==> config.mk <==
export PLATFORM = sky130hd
export DESIGN_NAME = cla_seq_adder
export DESIGN_NICKNAME = d
export VERILOG_FILES = /design/src/rtl/cla_seq_adder.sv
export SDC_FILE = /design/constraint.sdc
export NUM_CORES = 1
export LEC_CHECK = 0
export CORE_ASPECT_RATIO = 1.5
export CORE_UTILIZATION = 51
export DETAILED_ROUTE_END_ITERATION = 6
export PLACE_DENSITY_LB_ADDON = 0.3
export SYNTH_ARGS = -nofsm -noshare
export SYNTH_HDL_FRONTEND = slang
export SYNTH_SLANG_ARGS = --single-unit
==> constraint.sdc <==
create_clock -name clk -period 3.8 [get_ports clk]
set_input_delay 0.38 -clock clk [delete_from_list [all_inputs] [get_ports clk]]
set_output_delay 0.38 -clock clk [all_outputs]
set_load 0.05 [all_outputs]
==> src/rtl/cla_seq_adder.sv <==
// ---------------------------------------------------------------------------
// cla_seq_adder
//   Sequential add/subtract unit. One 4-bit carry-lookahead slice is reused
//   across the operand, one nibble per clock, LSB nibble first. Subtraction
//   is A + ~B + 1, with the inversion and carry-in applied at acceptance.
//
//   Optional feature: define CLA_SEQ_ADDER_OVF_EN to build signed-overflow
//   detection. Without it out_ovf is a constant 0 and no overflow logic exists.
//
// Ports
//   clk, rst_n              clock, asynchronous active-low reset
//   in_valid / in_ready     request handshake (ready only when idle)
//   in_a, in_b, in_sub      operands; in_sub=1 selects A-B
//   out_valid / out_ready   result handshake (valid only when done)
//   out_sum                 result modulo 2^WIDTH
//   out_cout                carry out of the MSB (sub: 1 = no borrow)
//   out_ovf                 signed overflow (0 unless CLA_SEQ_ADDER_OVF_EN)
//   busy                    high while nibbles are being processed
// ---------------------------------------------------------------------------
module cla_seq_adder #(
    parameter int WIDTH = 32
) (
    input  logic             clk,
    input  logic             rst_n,
    input  logic             in_valid,
    output logic             in_ready,
    input  logic [WIDTH-1:0] in_a,
    input  logic [WIDTH-1:0] in_b,
    input  logic             in_sub,
    output logic             out_valid,
    input  logic             out_ready,
    output logic [WIDTH-1:0] out_sum,
    output logic             out_cout,
    output logic             out_ovf,
    output logic             busy
);

    localparam int NIB  = WIDTH / 4;
    localparam int IDXW = (NIB > 1) ? $clog2(NIB) : 1;
    localparam logic [IDXW-1:0] LAST_IDX = IDXW'(NIB - 1);

    typedef enum logic [1:0] {IDLE, RUN, DONE} state_e;

    state_e            state_q, state_d;
    logic [WIDTH-1:0]  a_q, b_q, sum_q;
    logic              carry_q;
    logic [IDXW-1:0]   idx_q;

    logic              accept;
    logic              last_nib;
    logic [3:0]        a_nib, b_nib, p, g, c, s;

    assign accept   = (state_q == IDLE) && in_valid;
    assign last_nib = (idx_q == LAST_IDX);

    // ---------------- FSM: state register ----------------
    always_ff @(posedge clk or negedge rst_n) begin
        if (!rst_n) state_q <= IDLE;
        else        state_q <= state_d;
    end

    // ---------------- FSM: next state ----------------
    always_comb begin
        state_d = state_q;
        unique case (state_q)
            IDLE:    if (in_valid)  state_d = RUN;
            RUN:     if (last_nib)  state_d = DONE;
            DONE:    if (out_ready) state_d = IDLE;
            default:                state_d = IDLE;
        endcase
    end

    // ---------------- FSM: outputs ----------------
    always_comb begin
        in_ready  = (state_q == IDLE);
        out_valid = (state_q == DONE);
        busy      = (state_q == RUN);
    end

    // ---------------- 4-bit lookahead slice ----------------
    // c[k] is the carry out of bit k of the current nibble; c[3] feeds the
    // next nibble through carry_q.
    always_comb begin
        a_nib = a_q[idx_q*4 +: 4];
        b_nib = b_q[idx_q*4 +: 4];
        p     = a_nib ^ b_nib;
        g     = a_nib & b_nib;
        c[0]  = g[0] | (p[0] & carry_q);
        c[1]  = g[1] | (p[1] & g[0]) | (p[1] & p[0] & carry_q);
        c[2]  = g[2] | (p[2] & g[1]) | (p[2] & p[1] & g[0])
              | (p[2] & p[1] & p[0] & carry_q);
        c[3]  = g[3] | (p[3] & g[2]) | (p[3] & p[2] & g[1])
              | (p[3] & p[2] & p[1] & g[0])
              | (p[3] & p[2] & p[1] & p[0] & carry_q);
        s     = p ^ {c[2:0], carry_q};
    end

    // ---------------- Datapath ----------------
    // Operands are captured once at acceptance, so later input changes
    // cannot reach the result. B is stored pre-inverted for subtraction.
    always_ff @(posedge clk or negedge rst_n) begin
        if (!rst_n) begin
            a_q     <= '0;
            b_q     <= '0;
            sum_q   <= '0;
            carry_q <= 1'b0;
            idx_q   <= '0;
        end else if (accept) begin
            a_q     <= in_a;
            b_q     <= in_b ^ {WIDTH{in_sub}};
            sum_q   <= '0;
            carry_q <= in_sub;
            idx_q   <= '0;
        end else if (state_q == RUN) begin
            sum_q[idx_q*4 +: 4] <= s;
            carry_q             <= c[3];
            idx_q               <= last_nib ? '0 : idx_q + 1'b1;
        end
    end

    assign out_sum  = sum_q;
    // After the last nibble the running carry is the MSB carry-out.
    assign out_cout = carry_q;

`ifdef CLA_SEQ_ADDER_OVF_EN
    // Signed overflow: carry into MSB (c[2]) xor carry out of MSB (c[3])
    // of the top nibble, captured while that nibble is processed.
    logic ovf_q;
    always_ff @(posedge clk or negedge rst_n) begin
        if (!rst_n)                           ovf_q <= 1'b0;
        else if (accept)                      ovf_q <= 1'b0;
        else if ((state_q == RUN) && last_nib) ovf_q <= c[2] ^ c[3];
    end
    assign out_ovf = ovf_q;
`else
    assign out_ovf = 1'b0;
`endif

endmodule

==> out/qor.txt <==
Setup violators final: 0
Compound-Gate Fraction of Synth Area: 7.27%
Switch Pwr: 0.00273 W
EDFF count, synth: 0
Via/cell ratio: 5.40
Final Power: 0.00617 W
Worst Hold Class: input pin to async pin
Fill count: 727
Critical Path RT: 3990 ps
Int Pwr: 0.00344 W
CTS root buf: clkbuf_16
First-pass GRT wire length: 18.6 mm
Wire length on met1: 4.32 mm
Ys Warns: 0
Port bufs: 104
Post-synthesis cell type count: 42
Top-Level Pins: 106
Vias: 3858
Final hold viol count: 0
Status: complete, no violations
Synthesized area per cell: 9.86 µm²
Clk slew on worst S/H paths: 70 ps
CTS tree: done
Core ar.: 9420 µm²
Sequential fraction of the synthesis area: 50.9%
Hpwl dp: 7.98 mm
Worst-skew pair later-pin latency: 340 ps
Worst-path fanout max: 12
Non-Filler Instances: 715
Worst Skew: 4.23 ps
Worst Max-Slew Pin Slew: 1060 ps
Die width: 82.9 µm
Mux contribution to synthesized area: 9.19%
Vias in the first global route: 3992
Post-synthesis xor/xnor area fraction: 6.12%
N_diodes: 0
Cells after synthesis: 508
Met3 WL: 355 µm
GR Util All Layers: 23.3%
TritonCTS Sinks: 102
Slew headroom: 29.4%
F_max: 301 MHz
TNS Setup: 0 ps
Final Cell Area: 6430 µm²
Largest family of logic cells by synthesized area: simple AND/OR/NAND/NOR gates
Max IR drop VDD: 0.000840 V
Initial Utilization: 53.2%
Final Util: 68.3%
Die area: 10200 µm²
Static Leak: 2.94 nW
Uppermost layer routed: met4
Layout cells sized above 1: 7.63%
Row Count: 43
CP Capture Type: flip-flop
Comb power frac: 51.7%
Placed insts: 699
Syn Nets: 590
PD cells: 960 nW/µm²
Final period util: 87.5%
Clock Path Buffers: 2
Post-Syn Area: 5010 µm²
Synth Flop Type: dfrtp_1
DP Area: 6080 µm²
Area Growth Syn to Fin: 28.3%
Final GP Congestion: 0.871
Pin count of the biggest net entering global routing: 119
Switching Fraction: 44.2%
Min Tclk post-route: 3330 ps
Hold buffers post-CTS: 0
CP Class: flip-flop to flip-flop
Antenna Nets Post-Route: 0
Clock power share: 17.1%
Setup bufs post-CTS: 0
# Max-Cap Violations: 0
Post-synthesis simple-gate area fraction: 19.4%
RSZ-0062 raised after global routing: false
Routed len/inst: 15.4 µm
Crit path DAT: 3520 ps
CTS buffer count: 9
Nets: 680
Htree depth: 3
#FFs+latches synth: 102
Met2 routed WL: 6.01 mm
Post-Route WL: 11.0 mm
Die span in y: 123 µm
DR pass1 iterations: 4
Drc violations: 0
Final Max Slew Viols: 0
Startpoint class of the critical path: flip-flop
Grt ovf: 0
Resized cells post-CTS: 0
DR iter-0 viols: 184
Initial antenna violation count: 0
Part of the power in registers: 31.2%
FFs w/ async S/R, synth: 100%
Post-Synth Adder-Cell Area: 3.40%
-- kinds of logic after synthesis --
kind of cell | after synthesis
fa+ha+maj | 13
mux | 26
simple gates | 227
xor+xnor | 35
flops | 102
compound gates | 67
other cells | 1
buf+inv | 37
-- Yosys cell counts (2+ instances only) --
cell	count	area share (%)
a211oi_1	2	0.30
inv_1	5	0.37
nor3_1	2	0.20
nand2b_1	3	0.37
mux2i_1	10	2.0
dfrtp_1	102	51
and3b_1	2	0.35
ha_1	12	3.0
and2_1	3	0.37
xor2_1	2	0.35
clkbuf_1	14	1.0
o22ai_1	2	0.25
o31ai_1	2	0.30
buf_2	12	1.2
nand3_1	24	2.4
nand4_1	4	0.50
a21oi_1	5	0.50
buf_6	3	0.67
xnor2_1	33	5.8
nand2_1	169	13
mux4_2	16	7.2
o21ai_0	51	5.1
nor2_1	10	0.75
and3_1	2	0.25
-- metal layers --
metal / vias up / track usage (%)
met2: 107 / 42.9
li1: 1869 / -
met4: 0 / 12.8
met5: - / 0
met3: 21 / 3.34
met1: 1861 / 26.0
-- power by group through the flow --
stage | clock network (W) | logic [W] | registers [W]
after floorplan | 0 | 0.00180 | 0.00228
after global placement | 0 | 0.00311 | 0.00193
after detailed placement | 0 | 0.00318 | 0.00195
after CTS | 0.00107 | 0.00320 | 0.00193
after global routing | 0.00111 | 0.00347 | 0.00199
final | 0.00105 | 0.00319 | 0.00193
-- cells in the final DEF, fill, tap and decap left out, drive strengths merged --
master / synthesis / final
nand2: 169 / 169
dfrtp: 102 / 102
clkdlybuf4s50: 0 / 102
o21ai: 51 / 51
xnor2: 33 / 33
nand3: 24 / 24
mux4: 16 / 16
ha: 12 / 12
clkbuf: 14 / 11
nor2: 10 / 10
mux2i: 10 / 10
buf: 17 / 8
a21oi: 6 / 6
inv: 5 / 5
nand4: 4 / 4
nand2b: 4 / 4
and2: 3 / 3
bufinv: 0 / 3
and3: 3 / 3
xor2: 2 / 2
a211oi: 2 / 2
nor3: 2 / 2
and3b: 2 / 2
o22ai: 2 / 2
o31ai: 2 / 2
clkinv: 1 / 2
nor3b: 2 / 2
nor2b: 1 / 1
a21o: 1 / 1
or3: 1 / 1
o21bai: 1 / 1
and4: 1 / 1
or2: 1 / 1
o32ai: 1 / 1
a22o: 1 / 1
fa: 1 / 1
conb: 1 / 1
clkinvlp: 0 / 1
-- final timing paths --
kind	slack, ps	end	start	cells past startpoint
worst min register to register	480	b_q[11]	b_q[11]	2
worst min-delay path	170	out_sum[26]	rst_n	1
worst max-delay path	470	out_sum[11]	idx_q[0]	9
min in group clk	480	b_q[11]	b_q[11]	2
max in group asynchronous	2690	b_q[7]	rst_n	2
worst max register to register	470	out_sum[11]	idx_q[0]	9
-- cell type report --
cell class / count / area (µm²) / area share, %
Clock buffer: 11 / 243 / 3.78
Timing Repair Buffer: 110 / 1080 / 16.8
Inverter: 6 / 22.5 / 0.350
Multi-Input combinational cell: 369 / 2280 / 35.5
Tap cell: 112 / 140 / 2.18
Sequential cell: 102 / 2550 / 39.7
Clock inverter: 5 / 106 / 1.65
-- per-stage QoR --
stage	worst slack (ps)	hold slack (ps)
2_1_floorplan	1020	84.4
3_3_place_gp	564	455
3_5_place_dp	464	458
4_1_cts	474	200
5_1_grt	216	253
6_report	474	165
-- critical path, cell delays in order (launching register included) --
cell	delay [ps]
dfrtp_1	750
buf_4	320
mux4_2	510
nand2_1	80
nand2_1	60
ha_1	330
o21ai_0	180
o21bai_1	110
xnor2_1	630
o21ai_0	210
-- state kept, by name (all words and copies together), names as in the netlist --
name and count:
a_q 32, out_sum 32, state_q 2, out_cout 1
b_q 32, idx_q 3
Power figures use the tool's default switching activity.
==> variant 1: new RTL, config.mk and constraints unchanged <==
The 3 states of `state_e` get a one-hot encoding in 3 bits.
--- a/src/rtl/cla_seq_adder.sv
+++ b/src/rtl/cla_seq_adder.sv
@@ -39,7 +39,7 @@
     localparam int IDXW = (NIB > 1) ? $clog2(NIB) : 1;
     localparam logic [IDXW-1:0] LAST_IDX = IDXW'(NIB - 1);
 
-    typedef enum logic [1:0] {IDLE, RUN, DONE} state_e;
+    typedef enum logic [2:0] {IDLE = 3'b001, RUN = 3'b010, DONE = 3'b100} state_e;
 
     state_e            state_q, state_d;
     logic [WIDTH-1:0]  a_q, b_q, sum_q;
Behaviour: same outputs for any inputs over 10 cycles, from zero or initial values and one cycle with rst_n low; not proved beyond that.
==> variant 1 against the original RTL <==
  * Synthesized cell count down 1.2%
  * Routed wire length shrank 2.6%
  * Clock skew up 0.0019 ns
  * Power decreased by 22%
  * Synthesized area decreased by 0.55%
  * Final area is 0.76% lower
  * First-iteration DRC count grew 1.1%
  * Count of clock-buffer cells in the layout is 1 higher
  * Final cell count fell by 1.1%
  * Sequential cell count up 1
  * Setup slack gained 0.23 ns
  * Core utilization down 0.13 points
  * Sequential share of layout area up 0.72 points
  * Critical path type unchanged
  * Highest routed layer unchanged
==> variant 1: results (changes against the original RTL) <==
Via-to-Cell Ratio 5.407 (was 5.396); CP max FO 18 (was 12); switching power total 0.001944 W (was 0.002729 W); total track usage 23.83% (was 23.31%); Nets 670 (was 680); run status finished clean (unchanged); Post-Synth XOR/XNOR Area 6.153% (was 6.119%); Clock Latency Late Sink 0.35 ns; Internal 0.002898 W (was 0.003443 W); vias in the first global route 3806 (was 3992); post-synthesis mux area share 9.643% (was 9.191%); worst-margin pin slew 1.105 ns (was 1.059 ns); first-pass GRT wire length 18060 um (was 18580 um); largest net degree at the start of global routing 102 (was 119); clock skew 0.006082 ns (was 0.004229 ns); Cell Area, Placed 6080 um^2 (was 6078 um^2); DP Wirelength 7736 um (was 7982 um); post-synthesis compound-gate area fraction 7.685% (was 7.268%); Netlist cell types 46 (was 42); sequential cell power 0.00174 W (was 0.00193 W); combinational share of power 45.0% (was 51.7%); Leak 2.744 nW (was 2.940 nW); RePlAce Congestion 0.8345 (was 0.8714); most area-consuming cells after synthesis dfrtp_1 (51%), nand2_1 (11%), mux4_2 (7.2%) (was dfrtp_1 (51%), nand2_1 (13%), mux4_2 (7.2%)); number of fill cells in the layout 766 (was 727); WL/cell 15.15 um (was 15.39 um); CP arrival 3.29 ns (was 3.52 ns); share of cells above drive strength 1 7.899% (was 7.629%); Max VDD drop 0.4253 mV (was 0.8398 mV)
## variant 1: cell count changes after synthesis, sizes merged, moves of 3 or more
cell	change
a21oi	+31
and2	-3
ha	-3
nand2	-28
nand2b	-3
nand3	-6
nand4	-3
nor2	+28
nor3	+3
o21ai	-29
## variant 1: layout make-up
| class | instances | area [um^2] | share of cell area [%] |
|---|---|---|---|
| clock buffer | 12 | 256.5 | 4.021 |
| timing repair buffer | 110 | 1091 | 17.10 |
| sequential | 103 | 2579 | 40.43 |
| tap | 112 | 140.1 | 2.197 |
| inverter | 9 | 38.79 | 0.6081 |
| clock inverter | 3 | 42.54 | 0.6669 |
| multi-input combinational | 358 | 2231 | 34.97 |
## variant 1: final timing paths
path | start | end | slack [ns] | depth (start not counted)
min in group clk | a_q[9] | a_q[9] | 0.47 | 2
worst min-delay path | rst_n | out_sum[0] | 0.19 | 1
worst max-delay path | idx_q[1] | out_sum[23] | 0.70 | 8
worst max register to register | idx_q[1] | out_sum[23] | 0.70 | 8
max in group asynchronous | rst_n | b_q[26] | 2.71 | 2
worst min register to register | a_q[9] | a_q[9] | 0.47 | 2
## variant 1: metal layers
metal / up-vias / part of all wire, % / global-route usage, %
li1: 1844 / - / -
met1: 1847 / 41 / 29.87
met2: 109 / 53 / 39.91
met3: 23 / 3.6 / 3.985
met4: 0 / 2.5 / 10.56
met5: - / 0 / 0
## variant 1: critical path, stage by stage, from the launching register on
cell and delay, ns:
dfrtp_1 0.85, mux4_2 0.42, nand2_1 0.08, nand2_1 0.12, ha_1 0.35, a211oi_1 0.24, o21bai_1 0.15, xnor2_1 0.55
mux2i_1 0.17
## variant 1: per-stage QoR
stage	cells	worst slack, ns
after floorplan	502	0.9929
after global placement	692	0.8280
after detailed placement	692	0.7041
after CTS	707	0.6812
after global routing	707	0.4709
final	707	0.7042
==> variant 2: new RTL, config.mk and constraints unchanged <==
Without the edit above. Build with the macro `CLA_SEQ_ADDER_OVF_EN` defined.
--- a/src/rtl/cla_seq_adder.sv
+++ b/src/rtl/cla_seq_adder.sv
@@ -17,6 +17,8 @@
 //   out_ovf                 signed overflow (0 unless CLA_SEQ_ADDER_OVF_EN)
 //   busy                    high while nibbles are being processed
 // ---------------------------------------------------------------------------
+`define CLA_SEQ_ADDER_OVF_EN
+
 module cla_seq_adder #(
     parameter int WIDTH = 32
 ) (
Formal check against the unedited RTL: not equivalent (a bounded check fails within 10 cycles, from zero or initial values and one cycle with rst_n low).
==> variant 2 against the original RTL <==
  * Power is 1.8% higher
  * Clock skew is 0.0051 ns higher
  * Sequential cell count is 1 higher
  * Clock power is 13% lower
  * Synthesized area is 1.1% higher
  * First-iteration DRC count is 37% higher
  * Setup slack better by 0.27 ns
  * Routed wire length is 1.2% lower
  * Sequential share of layout area is 0.24 points higher
  * Final area is 0.37% higher
  * Largest power group unchanged
==> variant 2: results (changes against the original RTL) <==
met1 wire length 4520 um (was 4322 um); Root Driver clkbuf_16 (unchanged); Top Metal Used met4 (unchanged); Commonest cells post-synth nand2_1 (138), dfrtp_1 (103), nor2_1 (40), a21oi_1 (36), xnor2_1 (33) (was nand2_1 (169), dfrtp_1 (102), o21ai_0 (51), xnor2_1 (33), nand3_1 (24)); largest net degree at the start of global routing 111 (was 119); worst-margin pin slew 0.8705 ns (was 1.059 ns); bufs w/o clock 110 (unchanged); share of cells above drive strength 1 7.285% (was 7.629%); reg2reg start idx_q[0] (unchanged); post-synth net total 588 (was 590); initial antenna violation count 0 (unchanged); CP max FO 9 (was 12); Synth async-reset ratio 100.0% (unchanged); met3 GRT Util 4.904% (was 3.338%); TritonRoute pass-1 iters 4 (unchanged); CP arrival 3.25 ns (was 3.52 ns); DP Wirelength 7889 um (was 7982 um); clock buffer depth 2 (unchanged); DR WL met2 5683 um (was 6008 um); multi-input combinational area share 35.98% (was 35.55%); vias in the first global route 3779 (was 3992); number of fill cells in the layout 797 (was 727); WL/cell 15.13 um (was 15.39 um); Nets 681 (was 680); Max VDD drop 0.8062 mV (was 0.8398 mV); clock buf count 13 (was 11); Netlist cell types 47 (was 42); GR Layer Usage met2 38.83% (was 42.93%); PortBufs 105 (was 104); Place WS 0.7549 ns (was 0.4641 ns); register area share after synthesis 50.89% (was 50.95%); Ys Warns 0 (unchanged); post-CTS resize count 0 (unchanged); clk cell area share 4.538% (was 5.431%); Leak 2.868 nW (was 2.940 nW); Clock Latency Late Sink 0.35 ns; worst min path class in -> async (unchanged); CTS clk-pin slew, worst paths 0.07 ns (about the same); Worst setup SP type flip-flop (unchanged); switching power total 0.002864 W (was 0.002729 W); layout sequential cell count 103 (was 102); met1 usage 29.40% (was 25.98%); clock skew 0.009310 ns (was 0.004229 ns); DRT iter0 DRCs 252 (was 184); total track usage 23.01% (was 23.31%); first-pass GRT wire length 18440 um (was 18580 um); RePlAce Congestion 0.8494 (was 0.8714); most area-consuming cells after synthesis dfrtp_1 (51%), nand2_1 (10%), mux4_2 (7.1%) (was dfrtp_1 (51%), nand2_1 (13%), mux4_2 (7.2%)); Post-CTS Setup Repair Bufs 0 (unchanged); ant diodes 0 (unchanged); Reg area 2577 um^2 (was 2552 um^2); comb_multi_in 369 (unchanged); met3 WL 477 um (was 355 um); run status finished clean (unchanged); H-tree Lvls 3 (unchanged); vias post-DR 3917 (was 3858); signal buffers share of area 16.95% (was 16.78%); Logic inverters 6 (unchanged); Top FF cell, synth dfrtp_1 (unchanged); CTS Buf Count 9 (unchanged)
-- variant 2: logic make-up after synthesis --
kind of cell | after synthesis | share of synthesized area (%)
AND/OR/NAND/NOR | 225 | 19.32
adder cells (fa/ha/maj) | 13 | 3.360
flip-flops | 103 | 50.89
XOR/XNOR | 35 | 6.052
AO/OA/AOI/OAI | 77 | 9.289
buffers and inverters | 34 | 3.384
multiplexers | 19 | 7.708
-- variant 2: critical path, cell delays in order, from the launching register on --
cell	delay [ns]
dfrtp_1	0.57
buf_4	0.27
mux4_2	0.51
nand2_1	0.08
nand2_1	0.12
ha_1	0.31
a211o_1	0.29
a21oi_2	0.22
xnor2_1	0.34
o21ai_0	0.20
-- variant 2: worst paths after layout --
path / slack (ns) / to / cells past startpoint
worst min-delay path: 0.14 / a_q[1] / 1
worst max-delay path: 0.74 / out_sum[19] / 9
min in group clk: 0.48 / a_q[0] / 2
worst min register to register: 0.48 / a_q[0] / 2
max in group asynchronous: 2.70 / b_q[28] / 2
worst max register to register: 0.74 / out_sum[19] / 9
-- variant 2: power by group through the flow --
stage	Sequential (W)	Clock [W]	Combinational, W
2_1_floorplan	0.00232	0	0.00205
3_3_place_gp	0.00196	0	0.00332
3_5_place_dp	0.00198	0	0.00340
4_1_cts	0.00197	0.000927	0.00341
5_1_grt	0.00203	0.000970	0.00372
6_report	0.00197	0.000910	0.00341
-- variant 2: per-stage QoR --
stage | cell area, um^2 | total power [W] | cells
after floorplan | 5065 | 0.004378 | 506
after global placement | 6158 | 0.005282 | 703
after detailed placement | 6158 | 0.005384 | 703
after CTS | 6451 | 0.006313 | 719
after global routing | 6451 | 0.006724 | 719
final | 6451 | 0.006285 | 719
